==> config.mk <==
export PLATFORM = sky130hd
export DESIGN_NAME = pow_job_sched_flat
export DESIGN_NICKNAME = d
export VERILOG_FILES = /design/src/rtl/pow_pkg.sv /design/src/rtl/pow_job_sched_if.sv /design/src/rtl/pow_job_sched_rr_arb2.sv /design/src/rtl/pow_job_sched.sv /design/src/flat_wrapper.sv
export SDC_FILE = /design/constraint.sdc
export NUM_CORES = 1
export LEC_CHECK = 0
export CAP_MARGIN = 10
export CORE_AREA = 2 2 163 165
export DETAILED_ROUTE_END_ITERATION = 6
export DIE_AREA = 0 0 165 167
export GPL_TIMING_DRIVEN = 0
export PLACE_DENSITY = 0.7
export SLEW_MARGIN = 20
export SYNTH_ARGS = -nofsm -noshare
export SYNTH_HDL_FRONTEND = slang
export SYNTH_SLANG_ARGS = --single-unit
==> constraint.sdc <==
create_clock -name clk -period 7.3 [get_ports clk]
set_input_delay 1.46 -clock clk [delete_from_list [all_inputs] [get_ports clk]]
set_output_delay 1.46 -clock clk [all_outputs]
set_load 0.02 [all_outputs]
==> src/rtl/pow_pkg.sv <==
// Shared types and sizes for the proof-of-work job scheduler.
package pow_pkg;

    localparam int BLOCK_BYTES = 12;
    localparam int TARGET_W    = 16;
    localparam int NONCE_W     = 32;
    localparam int BLOCK_W     = 96;
    localparam int N_REQ       = 2;

    // Scheduler FSM states.
    typedef enum logic [2:0] {
        S_IDLE  = 3'd0,
        S_START = 3'd1,
        S_RUN   = 3'd2,
        S_ABORT = 3'd3,
        S_RESP  = 3'd4
    } state_t;

endpackage

==> src/rtl/pow_job_sched_if.sv <==
// Requester and engine-facing signals of the job scheduler.
// Handshake: a job transfers on a rising edge where req_valid[i] && req_ready[i];
// a result transfers on a rising edge where rsp_valid[i] && rsp_ready[i].
interface pow_job_sched_if;
    import pow_pkg::*;

    logic [N_REQ-1:0]          req_valid;
    logic [N_REQ-1:0]          req_ready;
    logic [N_REQ*BLOCK_W-1:0]  req_block;
    logic [N_REQ*TARGET_W-1:0] req_target;
    logic [BLOCK_W-1:0]        eng_block;
    logic [TARGET_W-1:0]       eng_target;
    logic                      eng_start;
    logic                      eng_clear;
    logic                      eng_finish;
    logic [NONCE_W-1:0]        eng_nonce;
    logic [N_REQ-1:0]          rsp_valid;
    logic [N_REQ-1:0]          rsp_ready;
    logic [NONCE_W-1:0]        rsp_nonce;
    logic                      rsp_timeout;
    logic                      busy;

    // Scheduler side.
    modport slave (
        input  req_valid, req_block, req_target, eng_finish, eng_nonce, rsp_ready,
        output req_ready, eng_block, eng_target, eng_start, eng_clear,
               rsp_valid, rsp_nonce, rsp_timeout, busy
    );

    // Requester/engine side.
    modport master (
        output req_valid, req_block, req_target, eng_finish, eng_nonce, rsp_ready,
        input  req_ready, eng_block, eng_target, eng_start, eng_clear,
               rsp_valid, rsp_nonce, rsp_timeout, busy
    );

endinterface

==> src/rtl/pow_job_sched_rr_arb2.sv <==
// Two-requester round-robin grant; the requester that did not win last time
// takes priority when both are asking.
module rr_arb2 (
    input  logic [1:0] req_valid,
    input  logic       last,
    output logic [1:0] grant,
    output logic       grant_idx
);

    // Combinational grant selection.
    always_comb begin
        grant     = 2'b00;
        grant_idx = 1'b0;
        case (req_valid)
            2'b01: begin
                grant     = 2'b01;
                grant_idx = 1'b0;
            end
            2'b10: begin
                grant     = 2'b10;
                grant_idx = 1'b1;
            end
            2'b11: begin
                grant_idx = ~last;
                grant     = last ? 2'b01 : 2'b10;
            end
            default: begin
                grant     = 2'b00;
                grant_idx = 1'b0;
            end
        endcase
    end

endmodule

==> src/rtl/pow_job_sched.sv <==
// Shares one proof-of-work engine between two requesters: accepts a job,
// runs the engine, returns the nonce (or an abort after TIMEOUT run cycles).
module pow_job_sched
    import pow_pkg::*;
#(
    parameter logic [31:0] TIMEOUT = 32'd1048576
) (
    input  logic           clk,
    input  logic           reset,
    pow_job_sched_if.slave bus,
    output state_t         dbg_state
);

    state_t               state;
    state_t               state_nxt;
    logic                 last;
    logic                 owner;
    logic [1:0]           grant;
    logic                 grant_idx;
    logic                 accept;
    logic [BLOCK_W-1:0]   blk_q;
    logic [TARGET_W-1:0]  tgt_q;
    logic [31:0]          cnt;
    logic [NONCE_W-1:0]   nonce_q;
    logic                 tmo_q;

    rr_arb2 u_arb (
        .req_valid (bus.req_valid),
        .last      (last),
        .grant     (grant),
        .grant_idx (grant_idx)
    );

    // State register.
    always_ff @(posedge clk or posedge reset) begin
        if (reset) state <= S_IDLE;
        else       state <= state_nxt;
    end

    // Next-state logic; finish is deliberately ignored in START to mask a
    // finish level left over from the previous job.
    always_comb begin
        state_nxt = state;
        accept    = 1'b0;
        case (state)
            S_IDLE: begin
                if (|bus.req_valid) begin
                    accept    = 1'b1;
                    state_nxt = S_START;
                end
            end
            S_START: state_nxt = S_RUN;
            S_RUN: begin
                if (bus.eng_finish)               state_nxt = S_RESP;
                else if (cnt == TIMEOUT - 32'd1)  state_nxt = S_ABORT;
            end
            S_ABORT: state_nxt = S_RESP;
            S_RESP: begin
                if (bus.rsp_ready[owner]) state_nxt = S_IDLE;
            end
            default: state_nxt = S_IDLE;
        endcase
    end

    // State-decoded outputs; req_ready is held low while reset is asserted.
    always_comb begin
        bus.req_ready = 2'b00;
        bus.eng_start = 1'b0;
        bus.eng_clear = 1'b0;
        bus.rsp_valid = 2'b00;
        case (state)
            S_IDLE:  if (!reset) bus.req_ready = grant;
            S_START: bus.eng_start = 1'b1;
            S_RUN:   bus.eng_start = 1'b1;
            S_ABORT: bus.eng_clear = 1'b1;
            S_RESP:  bus.rsp_valid[owner] = 1'b1;
            default: bus.req_ready = 2'b00;
        endcase
    end

    assign bus.busy        = (state != S_IDLE);
    assign bus.eng_block   = blk_q;
    assign bus.eng_target  = tgt_q;
    assign bus.rsp_nonce   = nonce_q;
    assign bus.rsp_timeout = tmo_q;
    assign dbg_state       = state;

    // Job latch: block, target, owner and round-robin history on accept.
    always_ff @(posedge clk or posedge reset) begin
        if (reset) begin
            blk_q <= '0;
            tgt_q <= '0;
            owner <= 1'b0;
            last  <= 1'b1;
        end else if (accept) begin
            blk_q <= grant_idx ? bus.req_block[2*BLOCK_W-1:BLOCK_W]
                               : bus.req_block[BLOCK_W-1:0];
            tgt_q <= grant_idx ? bus.req_target[2*TARGET_W-1:TARGET_W]
                               : bus.req_target[TARGET_W-1:0];
            owner <= grant_idx;
            last  <= grant_idx;
        end
    end

    // Run-cycle counter: cleared in START, counts every RUN cycle.
    always_ff @(posedge clk or posedge reset) begin
        if (reset)                cnt <= '0;
        else if (state == S_START) cnt <= '0;
        else if (state == S_RUN)   cnt <= cnt + 32'd1;
    end

    // Result capture: nonce on finish, zero plus timeout flag on abort.
    always_ff @(posedge clk or posedge reset) begin
        if (reset) begin
            nonce_q <= '0;
            tmo_q   <= 1'b0;
        end else if (state == S_RUN && bus.eng_finish) begin
            nonce_q <= bus.eng_nonce;
            tmo_q   <= 1'b0;
        end else if (state == S_ABORT) begin
            nonce_q <= '0;
            tmo_q   <= 1'b1;
        end
    end

endmodule

==> src/flat_wrapper.sv <==
// flat-port wrapper written by rule: the top's interface ports become plain ports
module pow_job_sched_flat import pow_pkg::*;
#(
    parameter logic [31:0] TIMEOUT = 32'd1048576
)
  (clk, reset, dbg_state, bus_req_valid, bus_req_block, bus_req_target, bus_eng_finish, bus_eng_nonce, bus_rsp_ready, bus_req_ready, bus_eng_block, bus_eng_target, bus_eng_start, bus_eng_clear, bus_rsp_valid, bus_rsp_nonce, bus_rsp_timeout, bus_busy);
  pow_job_sched_if bus_i ();
  input  logic clk;
  input  logic reset;
  output state_t dbg_state;
  input wire logic [$bits(bus_i.req_valid)-1:0] bus_req_valid;
  input wire logic [$bits(bus_i.req_block)-1:0] bus_req_block;
  input wire logic [$bits(bus_i.req_target)-1:0] bus_req_target;
  input wire logic [$bits(bus_i.eng_finish)-1:0] bus_eng_finish;
  input wire logic [$bits(bus_i.eng_nonce)-1:0] bus_eng_nonce;
  input wire logic [$bits(bus_i.rsp_ready)-1:0] bus_rsp_ready;
  output wire logic [$bits(bus_i.req_ready)-1:0] bus_req_ready;
  output wire logic [$bits(bus_i.eng_block)-1:0] bus_eng_block;
  output wire logic [$bits(bus_i.eng_target)-1:0] bus_eng_target;
  output wire logic [$bits(bus_i.eng_start)-1:0] bus_eng_start;
  output wire logic [$bits(bus_i.eng_clear)-1:0] bus_eng_clear;
  output wire logic [$bits(bus_i.rsp_valid)-1:0] bus_rsp_valid;
  output wire logic [$bits(bus_i.rsp_nonce)-1:0] bus_rsp_nonce;
  output wire logic [$bits(bus_i.rsp_timeout)-1:0] bus_rsp_timeout;
  output wire logic [$bits(bus_i.busy)-1:0] bus_busy;
  assign bus_i.req_valid = bus_req_valid;
  assign bus_i.req_block = bus_req_block;
  assign bus_i.req_target = bus_req_target;
  assign bus_i.eng_finish = bus_eng_finish;
  assign bus_i.eng_nonce = bus_eng_nonce;
  assign bus_i.rsp_ready = bus_rsp_ready;
  assign bus_req_ready = bus_i.req_ready;
  assign bus_eng_block = bus_i.eng_block;
  assign bus_eng_target = bus_i.eng_target;
  assign bus_eng_start = bus_i.eng_start;
  assign bus_eng_clear = bus_i.eng_clear;
  assign bus_rsp_valid = bus_i.rsp_valid;
  assign bus_rsp_nonce = bus_i.rsp_nonce;
  assign bus_rsp_timeout = bus_i.rsp_timeout;
  assign bus_busy = bus_i.busy;
  pow_job_sched #(.TIMEOUT(TIMEOUT)) u_core (.clk(clk), .reset(reset), .bus(bus_i), .dbg_state(dbg_state));
endmodule
* Word-level counts from Yosys, hierarchy flattened *
Cells that the tools add are included.

storage, ports and cells
  output and inout bits = 155
  flip-flop bits (word level) = 182

cells by class
  order comparisons = 2
  bitwise gates (word level) = 1
  add/sub/neg operators = 1
  eq/ne operators = 11
  multiplexer cells = 27
  reductions and logical operators = 9

operators by type and width
  operator                                                    number
  2-to-1 mux 32 bit                                           4
  2-to-1 mux 96 bit                                           1
  adder 32 x 1 -> 32 bit, second input constant               1
  == test 32 x 20 -> 1 bit, second input constant             1
  2-to-1 mux 16 bit                                           1
  case mux 3 bit (5 select lines)                             1
  2-to-1 mux 3 bit                                            4
  2-to-1 mux 1 bit                                            9
  2-to-1 mux 2 bit                                            4
  == test 3 x 2 -> 1 bit, second input constant               2
  case mux 2 bit (3 select lines)                             1
  == test 2 bit, second input constant                        2
  != test 2 x 1 -> 1 bit, second input constant               2
  nonzero test 2 bit                                          2
  OR reduction 2 bit                                          2
  == test 3 x 1 -> 1 bit, second input constant               1
  == test 3 bit, second input constant                        1
  zero test 3 bit                                             1
  != test 3 x 2 -> 1 bit, second input constant               1
  AND reduction 3 bit                                         1
  nonzero test 3 bit                                          1
  == test 2 x 1 -> 1 bit, second input constant               1
  logical AND 1 bit                                           2
  less-than comparator 1 x 2 -> 1 bit, second input constant  1
  4 further kinds                                             4

* Depth between registers and ports, before layout *
  word-level depth = 5
  depth in mapped cells = 8
  depth with buffers taken out = 5

* By module *
From an unflattened synthesis, not the netlist that was laid out.

unflattened totals
  cell total of the unflattened synthesis = 857
  area, all modules = 8501.9 µm²

by module, submodules not included
  module         instances  area each (µm²)  cells an instance  seq. area each (µm²)
  pow_job_sched  1          8475.6           853                4555.6
  rr_arb2        1          26.3             4                  0.0

* Worst setup path before layout *
No wires, ideal clock.

  path kind = input-to-output
  start point = input reset
  end point = output bus_req_ready[1]
  arrival time = 5.926 ns
  path slack = -0.086 ns
  required time = 5.840 ns
  path buffers = 0
  stages = 2
  cell sequence = inv_1 -> and3_1

between the ends
  cells in the longest elaborated chain, start to end = 2

RTL lines
  element           RTL line             text
  from (decl)       flat_wrapper.sv:9    input logic reset;
  2-to-1 mux 2 bit  pow_job_sched.sv:72  S_IDLE: if (!reset) bus.req_ready = grant;
  2-to-1 mux 2 bit  pow_job_sched.sv:71  case (state)
  to (decl)         flat_wrapper.sv:17   output wire logic [$bits(bus_i.req_ready)-1:0] bus_req_ready;

No other way between the ends.

* Final worst setup path *
  start point = input bus_req_valid[1]
  end point = output bus_req_ready[1]

between the ends
  cells in the longest elaborated chain, start to end = 4
  elaborated cells between the ends (all ways) = 6
  those cells by class = 3 x eq/ne; 3 x mux

RTL lines
  element                                                  RTL line                     text
  from (decl)                                              flat_wrapper.sv:11           input wire logic [$bits(bus_i.req_valid)-1:0] bus_req_valid;
  == test 2 bit or == test 2 x 1 -> 1 bit (tied branches)  pow_job_sched_rr_arb2.sv:14  case (req_valid)
  case mux 2 bit (3 select lines) *                        pow_job_sched_rr_arb2.sv:14
  2-to-1 mux 2 bit *                                       pow_job_sched.sv:72
  2-to-1 mux 2 bit *                                       pow_job_sched.sv:71

Mark *: on every way between the ends. The rest lies on a longest branch, timed or not.

==> run metrics <==
status finished, final reports clean; Peak VDD IR 0.000204 V; sequential fraction of design power 31.4%; number of global-route vias before repair 8126; via/cell ratio 4.84; reg2reg setup slack 4300 ps; remaining global-route overflow 0; synth top area cells dfrtp_1 (54%), mux2i_1 (15%), a21oi_1 (7.2%), nor2_1 (5.5%), nand2_1 (4.2%); Setup violations, final 0; Total Routing Usage GR 22.4%; post-route cell area 13700 um^2; synth warn 0; clk_lat worst skew 430 ps; # nets final 1550; P per Cell Area 379 nW/um^2; largest net degree at the start of global routing 34; WL final 30800 um; Synth Register Bits 182; Clock power frac 17.3%; final hold slack 484 ps; CP required 5840 ps; Ports 418; DRT Pass-1 Iters 5; synthesized net count 1108; Post-CTS Setup Bufs 0; slew margin rel. 22.3%; Leakage 5.69 nW; Slew Limit Fails 0; die span in x 165 um; top-count cell post-synth dfrtp_1; WL met3 1820 um; Post-Syn Area per Cell 9.95 um^2; clk buf depth 2; Sw Share 41.8%; max-cap violations 0; Post-synth top flop dfrtp_1; sequential-to-total area share from yosys stat 54.3%; Clk pin slew, worst setup/hold paths 70 ps; clock sinks 182; die area 27600 um^2; drt initial violations 459; Gate power share 51.3%; highest clock rate 0.160 GHz; vias after detailed routing 7926; Post-synth EDFFs 0; row cnt 59; critical setup path kind primary input to output pin; cts hold-fix bufs 0; area post-placement 13100 um^2; Synth async-reset ratio 100%; HP Class flip-flop to flip-flop; Final Wtd Congestion 0.847; Core Box Area 25800 um^2; end of the critical path bus_req_ready[1]; routed wl met2 15200 um; htree depth 4; critical path endpoint category output pin; Synth Cell Area 8400 um^2; final-report hold violation count 0; Num CTS Buffers 17; origin of the worst setup path bus_req_valid[1]; sw power 0.00217 W; PnR Total Power 0.00519 W; Synth area leader dfrtp_1; Yosys cell types 40; # DRC 0; final setup TNS 0 ps; top sig layer met4; WL met1 12900 um; maximum fanout along the worst path 10; Post-DRT Antenna Nets 0; internal power 0.00302 W; worst-case clock skew 15.3 ps; Post-synth top cells dfrtp_1 (181), mux2i_1 (129), nor2_1 (123); initial antenna violation count 1; Die Y 167 um; top-area cell type share of the netlist area 53.9%; final worst path period share 85.7%; RSZ-0062 raised after global routing no; reg-to-reg endpoint u_core.bus.eng_block[7]$_DFFE_PP0P_; Reg-to-Reg Start u_core.dbg_state[0]$_DFFE_PP0P_; fin crit period 6260 ps; reg2reg path depth 7; wire per inst 18.8 um; first-pass GRT wire length 46700 um; Initial Util 32.6%; number of port buffers 417; layout cell share with drive strength beyond 1 5.39%; root buf cell clkbuf_16; Setup crit start kind primary input; crit path DAT 4800 ps; worst slew pin tran 1170 ps; cells after synthesis 844; Post-DP HPWL 24300 um; Post-CTS Resized 0; area delta synth->final 63.0%; CTS tree built
==> layout by cell type (no fill, tap or decap), types with 4 or more instances in the layout <==
cell and count:
clkdlybuf4s50_1 417, dfrtp_1 181, mux2i_1 129, nor2_1 123
a21oi_1 120, nand2_1 94, o21ai_0 43, clkbuf_1 29
buf_2 20, clkbuf_16 17, nand3_1 16, nand4_1 13
and3_1 8, inv_1 7, o31ai_1 7, nor4_1 6
buf_12 6, and4_1 5, nor3_1 4, clkinvlp_4 4
or4_1 4, clkinv_4 4, inv_8 4
==> layer usage <==
metal  global-route usage (%)  vias up
li1                         -     3823
met3                     6.75       49
met1                     28.0     3787
met2                     36.5      267
met4                     8.17        0
met5                        0        -
==> layout make-up <==
class | instances | area [um^2]
multi-input combinational | 599 | 3550
antenna | 2 | 5.00
inverter | 8 | 33.8
timing repair buffer | 423 | 4290
clock inverter | 14 | 136
sequential | 182 | 4560
fill | 2386 | 12100
tap | 335 | 419
buffer | 55 | 256
clock buffer | 18 | 429
==> critical path, cell delays in order <==
cell	delay, ps
clkdlybuf4s50_1	570
a21boi_0	410
clkbuf_1	310
buf_4	280
buf_1	880
and3_1	270
clkdlybuf4s50_1	600
==> power by group through the flow <==
stage	combinational [W]	sequential (W)	clock [W]
after global placement	0.00265	0.00163	0
after floorplan	0.000878	0.00208	0
after CTS	0.00269	0.00163	0.000922
after detailed placement	0.00269	0.00164	0
after global routing	0.00286	0.00168	0.000964
final	0.00266	0.00163	0.000897
==> registers in the layout, indices dropped and copies added, names as in the netlist <==
signal                  count
u_core.dbg_state            3
u_core.bus.eng_target      16
u_core.bus.rsp_nonce       32
u_core.bus.rsp_timeout      1
u_core.owner                1
u_core.last                 1
u_core.bus.eng_block       96
u_core.cnt                 32
==> metrics by stage <==
step / instances / worst slack [ps] / utilization (%)
after floorplan: 844 / 1160 / -
after detailed placement: 1602 / 1000 / 50.9
final: 1636 / 1040 / 53.1
after CTS: 1634 / 999 / 53.1
after global routing: 1635 / 885 / 53.1
after global placement: 1596 / -1140 / 50.4
==> how the worst min path moves through the flow <==
| stage | from | end | cells after the start |
|---|---|---|---|
| detailed placement | u_core.cnt[31]$_DFFE_PP0P_ | u_core.cnt[31]$_DFFE_PP0P_ | 1 |
| global placement | u_core.cnt[31]$_DFFE_PP0P_ | u_core.cnt[31]$_DFFE_PP0P_ | 1 |
| finish | u_core.cnt[31]$_DFFE_PP0P_ | u_core.cnt[31]$_DFFE_PP0P_ | 1 |
| global route | u_core.cnt[31]$_DFFE_PP0P_ | u_core.cnt[31]$_DFFE_PP0P_ | 1 |
| CTS | u_core.cnt[31]$_DFFE_PP0P_ | u_core.cnt[31]$_DFFE_PP0P_ | 1 |
| floorplan | u_core.cnt[31]$_DFFE_PP0P_ | u_core.cnt[31]$_DFFE_PP0P_ | 1 |
==> cells by family (layout without fill, tap and decap cells) <==
| family | count (synthesis) | count (layout) | share of synthesized area [%] |
|---|---|---|---|
| AND/OR/NAND/NOR | 286 | 286 | 15.2 |
| AO/OA/AOI/OAI | 183 | 183 | 11.6 |
| flip-flops | 182 | 182 | 54.3 |
| multiplexers | 129 | 129 | 15.4 |
| buffers and inverters | 63 | 518 | 3.41 |
| adder cells (fa/ha/maj) | 1 | 1 | 0.149 |
| other | 0 | 2 | 0 |
(Power assumes the default switching activity.)
